**config.mk**
```make
export PLATFORM = sky130hd
export DESIGN_NAME = lamp_fpu_sqrt
export DESIGN_NICKNAME = d
export VERILOG_FILES = /design/src/rtl/lamp_fpu_sqrt.sv
export SDC_FILE = /design/constraint.sdc
export NUM_CORES = 1
export LEC_CHECK = 0
export CORE_MARGIN = 10
export CORE_UTILIZATION = 48
export CTS_CLUSTER_DIAMETER = 50
export DETAILED_ROUTE_END_ITERATION = 7
export PLACE_DENSITY = 0.75
export SLEW_MARGIN = 10
export SYNTH_ARGS = -nofsm -noshare
export SYNTH_HDL_FRONTEND = slang
export SYNTH_SLANG_ARGS = --single-unit
```
**constraint.sdc**
```tcl
create_clock -name clk -period 1.9 [get_ports clk]
set_input_delay 0.38 -clock clk [delete_from_list [all_inputs] [get_ports clk]]
set_output_delay 0.38 -clock clk [all_outputs]
set_load 0.01 [all_outputs]
```
**src/rtl/lamp_fpu_sqrt.sv**
```systemverilog
// lamp_fpu_sqrt: restoring square root for the lampFPU bfloat16-style format.
// Compile-time option LAMP_SQRT_ROUND_EN adds a guard iteration and round-half-up.
module lamp_fpu_sqrt #(
  parameter int E_DW = 8,
  parameter int F_DW = 7,
  parameter int BIAS = 127
) (
  input  logic            clk,
  input  logic            rst,
  input  logic            doSqrt_i,
  input  logic            signum_op_i,
  input  logic [E_DW-1:0] extExp_op_i,
  input  logic [F_DW:0]   extMant_op_i,
  output logic            valid_o,
  output logic            s_res_o,
  output logic [E_DW-1:0] e_res_o,
  output logic [F_DW:0]   f_res_o
);
  // Handshake: doSqrt_i is a level request sampled only in IDLE (operands latched on
  // that edge); valid_o is a single-cycle strobe with no backpressure.
  localparam int M_DW = F_DW + 1;
`ifdef LAMP_SQRT_ROUND_EN
  localparam int N_IT = M_DW + 1;
`else
  localparam int N_IT = M_DW;
`endif
  localparam int RAD_W = 2 * N_IT;
  localparam int REM_W = N_IT + 2;
  localparam int CNT_W = $clog2(N_IT + 1);
  localparam logic [CNT_W-1:0] LAST_IT   = CNT_W'(N_IT - 1);
  localparam logic [E_DW:0]    BIAS_ODD  = (E_DW + 1)'(BIAS);
  localparam logic [E_DW:0]    BIAS_EVEN = (E_DW + 1)'(BIAS - 1);
  localparam logic [E_DW-1:0]  E_MAX     = '1;
  localparam logic [F_DW:0]    M_ONE     = {1'b1, {F_DW{1'b0}}};
  localparam logic [F_DW:0]    QNAN_F    = {2'b11, {(F_DW - 1){1'b0}}};

  localparam logic [1:0] S_IDLE = 2'd0;
  localparam logic [1:0] S_CALC = 2'd1;
  localparam logic [1:0] S_DONE = 2'd2;

  logic [1:0]       state;
  logic [CNT_W-1:0] cnt;
  logic [RAD_W-1:0] rad;
  logic [REM_W-1:0] rem;
  logic [N_IT-1:0]  root;
  logic [E_DW-1:0]  e_lat;
  logic             sp_flag;
  logic             sp_s;
  logic [E_DW-1:0]  sp_e;
  logic [F_DW:0]    sp_f;

  logic [2*M_DW-1:0] rad_base;
  logic [RAD_W-1:0]  rad_init;
  logic [E_DW:0]     e_sum;
  logic              is_zero;
  logic              is_pinf;
  logic              is_nan;
  logic [REM_W-1:0]  rem_shift;
  logic [REM_W-1:0]  trial;
  logic [REM_W-1:0]  rem_nxt;
  logic              bit_ok;
  logic [N_IT-1:0]   root_nxt;
  logic [F_DW:0]     f_calc;

  always_comb begin
    // Odd biased exponent means an even unbiased one: no extra radicand shift needed.
    rad_base = extExp_op_i[0] ? {1'b0, extMant_op_i, {F_DW{1'b0}}}
                              : {extMant_op_i, {M_DW{1'b0}}};
`ifdef LAMP_SQRT_ROUND_EN
    rad_init = {rad_base, 2'b00};
`else
    rad_init = rad_base;
`endif
    e_sum   = {1'b0, extExp_op_i} + (extExp_op_i[0] ? BIAS_ODD : BIAS_EVEN);
    is_zero = (extExp_op_i == '0);
    is_pinf = (extExp_op_i == E_MAX) && (extMant_op_i == M_ONE) && !signum_op_i;
    is_nan  = !is_zero && !is_pinf && ((extExp_op_i == E_MAX) || signum_op_i);

    // One restoring step: bring down two radicand bits, try root*4+1.
    rem_shift = (rem << 2) | REM_W'(rad[RAD_W-1 -: 2]);
    trial     = {root, 2'b01};
    bit_ok    = (rem_shift >= trial);
    rem_nxt   = bit_ok ? (rem_shift - trial) : rem_shift;
    root_nxt  = {root[N_IT-2:0], bit_ok};
`ifdef LAMP_SQRT_ROUND_EN
    f_calc = root_nxt[N_IT-1:1] + {{F_DW{1'b0}}, root_nxt[0]};
`else
    f_calc = root_nxt;
`endif
  end

  always_ff @(posedge clk or posedge rst) begin
    if (rst) begin
      state   <= S_IDLE;
      cnt     <= '0;
      rad     <= '0;
      rem     <= '0;
      root    <= '0;
      e_lat   <= '0;
      sp_flag <= 1'b0;
      sp_s    <= 1'b0;
      sp_e    <= '0;
      sp_f    <= '0;
      valid_o <= 1'b0;
      s_res_o <= 1'b0;
      e_res_o <= '0;
      f_res_o <= '0;
    end else begin
      valid_o <= 1'b0;
      case (state)
        S_IDLE: begin
          if (doSqrt_i) begin
            state   <= S_CALC;
            cnt     <= '0;
            rad     <= rad_init;
            rem     <= '0;
            root    <= '0;
            e_lat   <= E_DW'(e_sum >> 1);
            sp_flag <= is_zero | is_pinf | is_nan;
            sp_s    <= is_zero & signum_op_i;
            sp_e    <= is_zero ? '0 : E_MAX;
            sp_f    <= is_zero ? '0 : (is_pinf ? M_ONE : QNAN_F);
          end
        end
        S_CALC: begin
          rad  <= rad << 2;
          rem  <= rem_nxt;
          root <= root_nxt;
          cnt  <= cnt + CNT_W'(1);
          if (cnt == LAST_IT) begin
            // Special operands still run the datapath so latency stays fixed.
            state   <= S_DONE;
            valid_o <= 1'b1;
            if (sp_flag) begin
              s_res_o <= sp_s;
              e_res_o <= sp_e;
              f_res_o <= sp_f;
            end else begin
              s_res_o <= 1'b0;
              e_res_o <= e_lat;
              f_res_o <= f_calc;
            end
          end
        end
        S_DONE:  state <= S_IDLE;
        default: state <= S_IDLE;
      endcase
    end
  end
endmodule

```
==> flow_metrics.env, run 1 <==
export IMPL_seq_area_mm2=0.00153
export IMPL_final_layout_setup_total_negative_slack_ns=0
export IMPL_path_class="reg2reg"
export IMPL_synthDistinctLibCells=45
export IMPL_fmax_mhz=539
export IMPL_hold_buf_count_cts=0
export IMPL_post_synth_top_area_cell="sky130_fd_sc_hd__dfrtp_1"
export IMPL_initial_antenna_violation_count=0
export IMPL_ys_async_sr_fraction=1.00
export IMPL_detailed_place_hpwl_um=5440
export IMPL_worst_endpoint_required_ns=2.12
export IMPL_yosys_cell_count_top_type="sky130_fd_sc_hd__dfrtp_1"
export IMPL_yosys_top_cells_count="61 x sky130_fd_sc_hd__dfrtp_1, 43 x sky130_fd_sc_hd__nand2_1, 32 x sky130_fd_sc_hd__o21ai_0, 27 x sky130_fd_sc_hd__a21oi_1, 20 x sky130_fd_sc_hd__nor2_1"
export IMPL_antenna_cells_inserted=0
export IMPL_cts_made_buffers=9
export IMPL_filler_cell_count=493
export IMPL_routed_wirelength_um=7750
export IMPL_gp_congestion=0.931
export IMPL_max_cap_viol_count=0
export IMPL_grt_overflow_total=0
export IMPL_clock_insertion_delay_worst_skew_ns=0.34
export IMPL_drt_iter0_drc=195
export IMPL_detail_route_drc_violations=0
export IMPL_global_route_wire_length_before_repair_um=12500
export IMPL_timing_critical_path_from_type="flop"
export IMPL_pwr_total_uw=7720
export IMPL_tritoncts="yes"
export IMPL_maxSlewViolCount=0
export IMPL_area_delta_synth_final_pct=32.5
export IMPL_slew_limit_headroom=0.717
export IMPL_crit_path_max_fanout=7
export IMPL_power_static_leakage_uw=0.00182
export IMPL_place_inst=464
export IMPL_outcome="complete, no violations"
export IMPL_power_frac_seq=0.303
export IMPL_core_area_mm2=0.00635
export IMPL_timing_worst_slew_pin_value_ns=0.425
export IMPL_power_ir_vdd_worst_mv=0.986
export IMPL_synth_enable_flop_cells=0
export IMPL_finalWorstPathRequiredPeriod_ns=1.86
export IMPL_cts_clk_slew_worst_paths_ns=0.08
export IMPL_rsz0062_at_grt="yes"
export IMPL_data_arrival_time_of_the_worst_path_ns=2.08
export IMPL_floorplan_die_area_mm2=0.0102
export IMPL_die_height_um=101
export IMPL_port_buffer_count=37
export IMPL_detail_route_wl_per_cell_um=16.0
export IMPL_ys_warn_count=0
export IMPL_grt_pass1_vias=2697
export IMPL_power_density_cell_area_mw_per_mm2=1850
export IMPL_hold_path_class="in2async"
export IMPL_layout_worst_path_cycle_share=0.977
export IMPL_initial_core_util=0.495
export IMPL_timing_critical_path_to_type="flop"
export IMPL_h_tree_levels=3
export IMPL_syn_nets=368
export IMPL_die_x_um=101
export IMPL_multi_input_combinational_cell_area_mm2=0.00160
export IMPL_tritoncts_num_sinks=61
export IMPL_hold_viol_final=0
export IMPL_synth_cell_area_mm2=0.00314
export IMPL_syn_mean_instance_area_um2=9.41
export IMPL_drtAntennaViolNets=0
export IMPL_drt_first_pass_iters=5
export IMPL_via_count=2688
export IMPL_power_switching_fraction=0.400
export IMPL_p_int_uw=4630
export IMPL_core_rowCount=29
export IMPL_switching_power_uw=3090
export IMPL_share_of_cells_above_drive_strength_1=0.211
export IMPL_gr_usage_all_layers=0.151
export IMPL_postSynthCellCount=334
export IMPL_finalNetCount=437
export IMPL_worst_slack_ns=0.0444
export IMPL_worst_r2r_cell_count=8
export IMPL_cts_max_path_buffers=2
export IMPL_floorplan_io_pins=38
export IMPL_viasPerCell=5.54
export IMPL_grt_max_degree=62
export IMPL_cts_root_buf="sky130_fd_sc_hd__clkbuf_8"
export IMPL_synth_top_cell_area_share=0.486
export IMPL_synth_flop_cell="sky130_fd_sc_hd__dfrtp_1"
export IMPL_synth_seq_area_share=0.486
export IMPL_yosys_register_bits=61
export IMPL_final_cell_count_no_fill=485
export IMPL_fin_worst_skew_ns=0.0111
export IMPL_share_of_power_burned_in_combinational_logic=0.551
export IMPL_clock_power_share=0.146
export IMPL_setup_violations_final=0
export IMPL_postLayoutCoreUtil=0.656
export IMPL_pre_cts_ws_ns=-0.121
export IMPL_ys_top_cells_by_area="sky130_fd_sc_hd__dfrtp_1 49%, sky130_fd_sc_hd__ha_1 5.6%, sky130_fd_sc_hd__nand2_1 5.1%"
[layer usage]
| layer | vias to the layer above | track usage | routed length [µm] |
|---|---|---|---|
| met5 | - | 0 | 0 |
| met4 | 0 | 0.0568 | 97 |
| met3 | 11 | 0.0425 | 442 |
| met2 | 92 | 0.240 | 3720 |
| met1 | 1272 | 0.191 | 3490 |
| li1 | 1313 | - | - |
[power groups by stage]
| stage | combinational [µW] | clock, µW | sequential, µW |
|---|---|---|---|
| 5_1_grt | 4660 | 1190 | 2410 |
| 6_report | 4250 | 1130 | 2340 |
| 3_3_place_gp | 3610 | 0 | 2280 |
| 4_1_cts | 3910 | 1140 | 2290 |
| 3_5_place_dp | 3720 | 0 | 2300 |
| 2_1_floorplan | 2350 | 0 | 2240 |
[final timing paths]
path,start,slack [ns],to
min in group clk,f_res_o[4],0.47,f_res_o[4]
min,rst,0.42,s_res_o
max in group asynchronous,rst,1.22,state[0]
max,root[3],0.04,rem[2]
max reg2reg,root[3],0.04,rem[2]
min reg2reg,f_res_o[4],0.47,f_res_o[4]
[final cells by class]
type	instances	area share
Timing Repair Buffer	76	0.164
Clock inverter	6	0.0153
Tap cell	77	0.0231
Inverter	19	0.0171
Clock buffer	10	0.0306
Multi-Input combinational cell	236	0.383
Sequential cell	61	0.367
[metrics by stage]
stage | hold slack (ns) | instance area [µm²]
after CTS | 0.421 | 4020
after floorplan | 0.438 | 3140
after global placement | 0.454 | 3800
after global routing | 0.440 | 4160
after detailed placement | 0.460 | 3800
final | 0.416 | 4160
[registers in the layout, indices dropped and copies added (netlist names), 2 cells and up]
| name | count |
|---|---|
| root | 8 |
| e_lat | 8 |
| rem | 8 |
| e_res_o | 8 |
| f_res_o | 8 |
| rad | 9 |
| state | 2 |
| cnt | 4 |
[worst max-delay path, cell delays in order, from the launching register on]
cell and delay, ns:
sky130_fd_sc_hd__dfrtp_1 0.39, sky130_fd_sc_hd__inv_2 0.08, sky130_fd_sc_hd__ha_4 0.22, sky130_fd_sc_hd__and3_4 0.19
sky130_fd_sc_hd__o2111a_1 0.16, sky130_fd_sc_hd__a211oi_4 0.27, sky130_fd_sc_hd__buf_6 0.17, sky130_fd_sc_hd__mux2i_1 0.19
sky130_fd_sc_hd__o21ai_1 0.07
[kinds of logic (layout without fill, tap and decap cells)]
family                   after synthesis  count (layout)  share of synthesized area
AND/OR/NAND/NOR                      105             105                      0.156
AO/OA/AOI/OAI                         93              93                      0.180
flip-flops                            61              61                      0.486
buffers and inverters                 37             111                     0.0482
adder cells (fa/ha/maj)               14              14                     0.0557
XOR/XNOR                              12              12                     0.0334
multiplexers                          12              12                     0.0406
[placed cells by master (no fill, tap or decap), types with 2 or more instances in the layout]
cell type | Yosys | layout
sky130_fd_sc_hd__nor3_1 | 2 | 2
sky130_fd_sc_hd__clkinv_2 | 0 | 2
sky130_fd_sc_hd__o21ai_0 | 32 | 31
sky130_fd_sc_hd__a22oi_1 | 6 | 6
sky130_fd_sc_hd__clkbuf_8 | 0 | 9
sky130_fd_sc_hd__o31ai_1 | 8 | 8
sky130_fd_sc_hd__a32oi_1 | 3 | 3
sky130_fd_sc_hd__nor4_1 | 3 | 3
sky130_fd_sc_hd__nand3_1 | 19 | 19
sky130_fd_sc_hd__nor2_1 | 20 | 20
sky130_fd_sc_hd__clkinvlp_4 | 0 | 2
sky130_fd_sc_hd__o311ai_1 | 2 | 2
sky130_fd_sc_hd__ha_1 | 14 | 5
sky130_fd_sc_hd__o21ai_1 | 5 | 5
sky130_fd_sc_hd__nand4_1 | 2 | 2
sky130_fd_sc_hd__o21ai_2 | 1 | 2
sky130_fd_sc_hd__xor2_1 | 6 | 6
sky130_fd_sc_hd__a21oi_1 | 27 | 27
sky130_fd_sc_hd__clkdlybuf4s50_1 | 0 | 37
sky130_fd_sc_hd__dfrtp_1 | 61 | 61
sky130_fd_sc_hd__nand2b_1 | 4 | 3
sky130_fd_sc_hd__buf_6 | 1 | 2
sky130_fd_sc_hd__nor2b_1 | 4 | 4
sky130_fd_sc_hd__buf_4 | 0 | 36
sky130_fd_sc_hd__ha_4 | 0 | 9
sky130_fd_sc_hd__inv_1 | 18 | 9
sky130_fd_sc_hd__inv_2 | 0 | 9
sky130_fd_sc_hd__nand2_1 | 43 | 43
sky130_fd_sc_hd__mux2_2 | 6 | 6
sky130_fd_sc_hd__xnor2_1 | 6 | 6
sky130_fd_sc_hd__mux2i_1 | 6 | 6
[what timing repair did]
item	4_1_cts	5_1_grt
resized for setup	6	19
setup buffers	1	4
setup endpoints to repair	8	9
pin swaps	1	4
Note: power is estimated with default switching activity, not from simulation.
==> run 2: changes to the inputs <==
--- a/config.mk
+++ b/config.mk
@@ -10,6 +10,7 @@
 export CTS_CLUSTER_DIAMETER = 50
 export DETAILED_ROUTE_END_ITERATION = 7
 export PLACE_DENSITY = 0.75
+export REMOVE_ABC_BUFFERS = 1
 export SLEW_MARGIN = 10
 export SYNTH_ARGS = -nofsm -noshare
 export SYNTH_HDL_FRONTEND = slang
==> run 2 against run 1 <==
  * Hold slack got worse by 0.00050 ns
  * Routed wire length rose by 2.3%
  * Sequential share of layout area barely moved
  * Critical path type unchanged
==> flow_metrics.env, run 2 (synthesized netlist as in run 1, its figures left out) <==
export IMPL_worst_endpoint_required_ns=2.12
export IMPL_detail_route_wl_per_cell_um=16.2
export IMPL_worst_r2r_cell_count=7
export IMPL_timing_worst_slew_pin_value_ns=0.485
export IMPL_switching_power_uw=3040
export IMPL_power_frac_seq=0.301
export IMPL_cts_max_path_buffers=2
export IMPL_via_count=2666
export IMPL_whs_ns=0.415
export IMPL_slew_limit_headroom=0.677
export IMPL_initial_antenna_violation_count=0
export IMPL_rsz0062_at_grt="yes"
export IMPL_timing_critical_path_from_type="flop"
export IMPL_critical_path_slowest_cell="sky130_fd_sc_hd__dfrtp_1"
export IMPL_hold_path_class="in2async"
export IMPL_crit_buf_inv=1
export IMPL_reg2reg_to="rem[2]"
export IMPL_core_rowCount=29
export IMPL_tritoncts_num_sinks=61
export IMPL_gp_congestion=0.889
export IMPL_core_area_mm2=0.00635
export IMPL_detailed_place_hpwl_um=5600
export IMPL_grt_pass1_vias=2726
export IMPL_grt_overflow_total=0
export IMPL_h_tree_levels=3
export IMPL_share_of_cells_above_drive_strength_1=0.195
export IMPL_outcome="complete, no violations"
export IMPL_global_route_wire_length_before_repair_um=13100
export IMPL_reg2reg_from="rem[3]"
export IMPL_timing_critical_path_to_type="flop"
export IMPL_clock_power_share=0.154
export IMPL_floorplan_die_area_mm2=0.0102
export IMPL_worst_slack_ns=0.0448
export IMPL_power_density_cell_area_mw_per_mm2=1840
export IMPL_power_switching_fraction=0.396
export IMPL_critical_path_cell_by_cell="ha_4 -> and3_4 -> o2111a_2 -> a211oi_4 -> buf_6 -> mux2i_1 -> o21ai_1"
export IMPL_hold_viol_final=0
export IMPL_die_height_um=101
export IMPL_hold_buf_count_cts=0
export IMPL_worst_path_dominant_cell_family="compound AO/OA/AOI/OAI gates"
export IMPL_initial_core_util=0.495
export IMPL_clock_insertion_delay_worst_skew_ns=0.34
export IMPL_routed_wirelength_um=7930
export IMPL_cts_clk_slew_worst_paths_ns=0.07
export IMPL_top_register="rad"
export IMPL_worst_setup_path_startpoint="rem[3]"
export IMPL_detail_route_drc_violations=0
export IMPL_crit_path_max_fanout=6
export IMPL_pre_cts_ws_ns=-0.117
export IMPL_finalWorstPathRequiredPeriod_ns=1.86
export IMPL_floorplan_io_pins=38
export IMPL_path_class="reg2reg"
export IMPL_data_arrival_time_of_the_worst_path_ns=2.07
export IMPL_gr_usage_all_layers=0.159
export IMPL_layout_worst_path_cycle_share=0.976
export IMPL_maxSlewViolCount=0
export IMPL_largest_register_ff_count=9
export IMPL_power_ir_vdd_worst_mv=1.00
export IMPL_cts_made_buffers=9
export IMPL_mostFrequentLayoutCells="61 x sky130_fd_sc_hd__dfrtp_1, 43 x sky130_fd_sc_hd__nand2_1, 39 x sky130_fd_sc_hd__buf_4"
export IMPL_antenna_cells_inserted=0
export IMPL_finalNetCount=440
export IMPL_drtAntennaViolNets=0
export IMPL_power_static_leakage_uw=0.00183
export IMPL_fmax_mhz=539
export IMPL_regToRegSetupSlack_ns=0.04
export IMPL_drt_iter0_drc=139
export IMPL_drt_first_pass_iters=4
export IMPL_share_of_power_burned_in_combinational_logic=0.545
export IMPL_p_int_uw=4620
export IMPL_viasPerCell=5.46
export IMPL_cts_root_buf="sky130_fd_sc_hd__clkbuf_8"
export IMPL_area_delta_synth_final_pct=32.4
export IMPL_path_depth=7
export IMPL_grt_max_degree=62
export IMPL_port_buffer_count=37
export IMPL_setup_violations_final=0
export IMPL_die_x_um=101
export IMPL_critical_path_destination="rem[2]"
export IMPL_critical_path_max_stage_delay_ns=0.42
export IMPL_final_common_cell="sky130_fd_sc_hd__dfrtp_1"
export IMPL_fin_worst_skew_ns=0.00773
export IMPL_tritoncts="yes"
export IMPL_filler_cell_count=503
export IMPL_max_cap_viol_count=0
[run 2: worst reg2reg max path, delay by kind of cell, from the launching register on]
family | cells | cell delay (ns)
mux | 1 | 0.19
simple gates | 1 | 0.19
compound gates | 3 | 0.51
flops | 1 | 0.42
fa+ha+maj | 1 | 0.28
buf+inv | 1 | 0.16
[run 2: routing by layer]
| layer | vias to the layer above | GRT usage | part of all wire | wire [µm] |
|---|---|---|---|---|
| li1 | 1317 | - | - | - |
| met1 | 1257 | 0.207 | 0.45 | 3530 |
| met2 | 78 | 0.249 | 0.48 | 3810 |
| met3 | 14 | 0.0405 | 0.059 | 470 |
| met4 | 0 | 0.0600 | 0.015 | 116 |
| met5 | - | 0 | 0 | 0 |
[run 2: layout make-up]
cell class / count / area (µm²) / area share
flip-flops and latches: 61 / 1530 / 0.367
clock buffers: 11 / 141 / 0.0340
multi-input cells: 236 / 1550 / 0.373
well taps: 77 / 96.3 / 0.0231
clock inverters: 5 / 60.1 / 0.0144
repair buffers: 79 / 714 / 0.172
inverters: 19 / 71.3 / 0.0171
[run 2: worst min path at each step]
stage,slack [ns],end,cells after the start
2_1_floorplan,0.44,sp_e[6],2
3_3_place_gp,0.45,e_lat[7],2
3_5_place_dp,0.47,f_res_o[4],2
4_1_cts,0.42,e_res_o[3],3
5_1_grt,0.43,f_res_o[7],3
6_report,0.42,e_res_o[5],3
[run 2: power by group through the flow]
| stage | Combinational (µW) | Clock (µW) | Sequential, µW |
|---|---|---|---|
| floorplan | 2170 | 0 | 2280 |
| global placement | 3720 | 0 | 2250 |
| detailed placement | 3820 | 0 | 2280 |
| CTS | 3980 | 1190 | 2270 |
| global route | 4640 | 1250 | 2370 |
| finish | 4180 | 1180 | 2300 |
[run 2: timing repair]
item / 4_1_cts / 5_1_grt
setup endpoints to repair: 8 / 10
pin swaps: 0 / 2
resized for setup: 5 / 10
setup buffers: 0 / 1
[run 2: per-stage QoR]
| step | std cells | power, µW | util | area [µm²] | TNS [ns] |
|---|---|---|---|---|---|
| finish | 488 | 7660 | 0.656 | 4160 | 0 |
| global route | 488 | 8260 | 0.656 | 4160 | -0.227 |
| CTS | 487 | 7440 | 0.645 | 4090 | 0 |
| detailed placement | 471 | 6100 | 0.608 | 3860 | -0.383 |
| global placement | 471 | 5970 | 0.608 | 3860 | -0.134 |
| floorplan | 316 | 4450 | - | 3060 | -1.20 |
==> run 3: changes to the inputs <==
--- a/config.mk
+++ b/config.mk
@@ -7,6 +7,7 @@
 export LEC_CHECK = 0
 export CORE_MARGIN = 10
 export CORE_UTILIZATION = 48
+export CTS_BUF_LIST = sky130_fd_sc_hd__clkbuf_16
 export CTS_CLUSTER_DIAMETER = 50
 export DETAILED_ROUTE_END_ITERATION = 7
 export PLACE_DENSITY = 0.75
==> run 3 against run 2 <==
  * Sequential share of layout area fell by 1.1 points
  * Sequential power barely moved
  * Cell area increased by 3.2%
  * Final cell count did not move
  * Global-route usage is 0.27 points lower
  * Register-to-register slack better by 0.02 ns
  * Highest routed layer unchanged
  * Critical path depth stayed put
  * Largest cell class unchanged
  * Largest power group unchanged
  * Combinational power grew 4%
  * Clock skew down 0.0042 ns
==> flow_metrics.env, run 3 (synthesized netlist as in run 1, its figures left out) <==
export IMPL_detailed_place_area_mm2=0.00386
export IMPL_slew_limit_headroom=0.674
export IMPL_path_class="reg2reg"
export IMPL_die_height_um=101
export IMPL_drt_first_pass_iters=4
export IMPL_via_count=2697
export IMPL_cts_made_buffers=9
export IMPL_share_of_cells_above_drive_strength_1=0.214
export IMPL_worst_path_dominant_cell_family="compound AO/OA/AOI/OAI gates"
export IMPL_initial_core_util=0.495
export IMPL_max_cap_viol_count=0
export IMPL_port_buffer_count=37
export IMPL_gr_usage_all_layers=0.156
export IMPL_hold_viol_final=0
export IMPL_fmax_mhz=545
export IMPL_final_layout_setup_total_negative_slack_ns=0
export IMPL_finalNetCount=440
export IMPL_fin_worst_skew_ns=0.00349
export IMPL_cts_max_path_buffers=2
export IMPL_outcome="complete, no violations"
export IMPL_switching_power_uw=3170
export IMPL_die_x_um=101
export IMPL_timing_critical_path_to_type="flop"
export IMPL_routed_wirelength_um=7960
export IMPL_power_density_cell_area_mw_per_mm2=1920
export IMPL_h_tree_levels=3
export IMPL_detailed_place_hpwl_um=5600
export IMPL_crit_path_max_fanout=6
export IMPL_critical_path_max_stage_delay_ns=0.39
export IMPL_mostFrequentLayoutCells="61 x sky130_fd_sc_hd__dfrtp_1, 43 x sky130_fd_sc_hd__nand2_1, 38 x sky130_fd_sc_hd__buf_4"
export IMPL_worst_endpoint_required_ns=2.10
export IMPL_cts_root_buf="sky130_fd_sc_hd__clkbuf_16"
export IMPL_tritoncts_num_sinks=61
export IMPL_area_delta_synth_final_pct=36.6
export IMPL_gp_congestion=0.889
export IMPL_timing_critical_path_from_type="flop"
export IMPL_power_static_leakage_uw=0.00188
export IMPL_final_design_area_no_fill_mm2=0.00429
export IMPL_largest_register_ff_count=9
export IMPL_power_frac_seq=0.281
export IMPL_layout_worst_path_cycle_share=0.966
export IMPL_timing_worst_slew_pin_value_ns=0.489
export IMPL_maxSlewViolCount=0
export IMPL_drt_iter0_drc=141
export IMPL_regToRegSetupSlack_ns=0.06
export IMPL_critical_path_slowest_cell="sky130_fd_sc_hd__dfrtp_1"
export IMPL_cts_clk_slew_worst_paths_ns=0.05
export IMPL_data_arrival_time_of_the_worst_path_ns=2.04
export IMPL_finalWorstPathRequiredPeriod_ns=1.84
export IMPL_detail_route_wl_per_cell_um=16.3
export IMPL_grt_max_degree=62
export IMPL_whs_ns=0.433
export IMPL_drtAntennaViolNets=0
export IMPL_detail_route_drc_violations=0
export IMPL_clock_insertion_delay_worst_skew_ns=0.32
export IMPL_rsz0062_at_grt="yes"
export IMPL_crit_buf_inv=1
export IMPL_core_area_mm2=0.00635
export IMPL_grt_pass1_vias=2724
export IMPL_clock_power_share=0.193
export IMPL_top_register="rad"
export IMPL_power_ir_vdd_worst_mv=1.20
export IMPL_hold_path_class="in2async"
export IMPL_viasPerCell=5.53
export IMPL_share_of_power_burned_in_combinational_logic=0.526
export IMPL_antenna_cells_inserted=0
export IMPL_global_route_wire_length_before_repair_um=13100
export IMPL_hold_buf_count_cts=0
export IMPL_initial_antenna_violation_count=0
export IMPL_final_common_cell="sky130_fd_sc_hd__dfrtp_1"
export IMPL_setup_violations_final=0
export IMPL_grt_overflow_total=0
export IMPL_floorplan_die_area_mm2=0.0102
export IMPL_core_rowCount=29
export IMPL_tritoncts="yes"
export IMPL_pwr_total_uw=8230
export IMPL_p_int_uw=5060
export IMPL_critical_path_cell_by_cell="ha_1 -> and4_4 -> o2111a_1 -> a211oi_4 -> buf_6 -> mux2i_1 -> o21ai_1"
export IMPL_power_switching_fraction=0.385
export IMPL_floorplan_io_pins=38
## run 3: repair_timing
action	CTS	global route
gates resized for setup	7	18
buffers inserted	0	1
setup endpoints to repair	7	9
pin swaps	1	2
## run 3: stage by stage
step | instances | utilization | worst slack, ns
2_1_floorplan | 316 | - | -0.0856
3_3_place_gp | 471 | 0.608 | -0.117
3_5_place_dp | 471 | 0.608 | -0.117
4_1_cts | 487 | 0.660 | 0.00638
5_1_grt | 488 | 0.676 | -0.0201
6_report | 488 | 0.676 | 0.0645
## run 3: power by group through the flow
stage	sequential [µW]	clock, µW	combinational [µW]
after floorplan	2280	0	2170
after global placement	2250	0	3720
after detailed placement	2280	0	3820
after CTS	2280	1600	4020
after global routing	2380	1660	4770
final	2320	1590	4330
## run 3: final timing paths
kind / from / endpoint / depth (start not counted)
hold reg to reg: f_res_o[4] / f_res_o[4] / 2
max in group asynchronous: rst / rad[11] / 3
setup / recovery: rem[4] / rem[2] / 7
min in group clk: f_res_o[4] / f_res_o[4] / 2
hold / removal: rst / e_lat[5] / 3
setup reg to reg: rem[4] / rem[2] / 7
## run 3: layer usage
| layer | part of all wire | wire length (µm) | up-vias | global-route usage |
|---|---|---|---|---|
| met3 | 0.056 | 446 | 6 | 0.0288 |
| met4 | 0.0074 | 59 | 0 | 0.0579 |
| met1 | 0.45 | 3600 | 1291 | 0.206 |
| li1 | - | - | 1324 | - |
| met2 | 0.48 | 3850 | 76 | 0.250 |
| met5 | 0 | 0 | - | 0 |
## run 3: worst register-to-register path, stage by stage (launching register included)
cell and delay, ns:
sky130_fd_sc_hd__dfrtp_1 0.39, sky130_fd_sc_hd__ha_1 0.32, sky130_fd_sc_hd__and4_4 0.19, sky130_fd_sc_hd__o2111a_1 0.14, sky130_fd_sc_hd__a211oi_4 0.24, sky130_fd_sc_hd__buf_6 0.17, sky130_fd_sc_hd__mux2i_1 0.19, sky130_fd_sc_hd__o21ai_1 0.08
## run 3: area by class of cell
class	instances	area [µm²]
tap	77	96.3
inverter	19	71.3
timing repair buffer	79	718
sequential	61	1530
multi-input combinational	236	1590
clock inverter	7	67.6
clock buffer	9	225
fill	462	2060
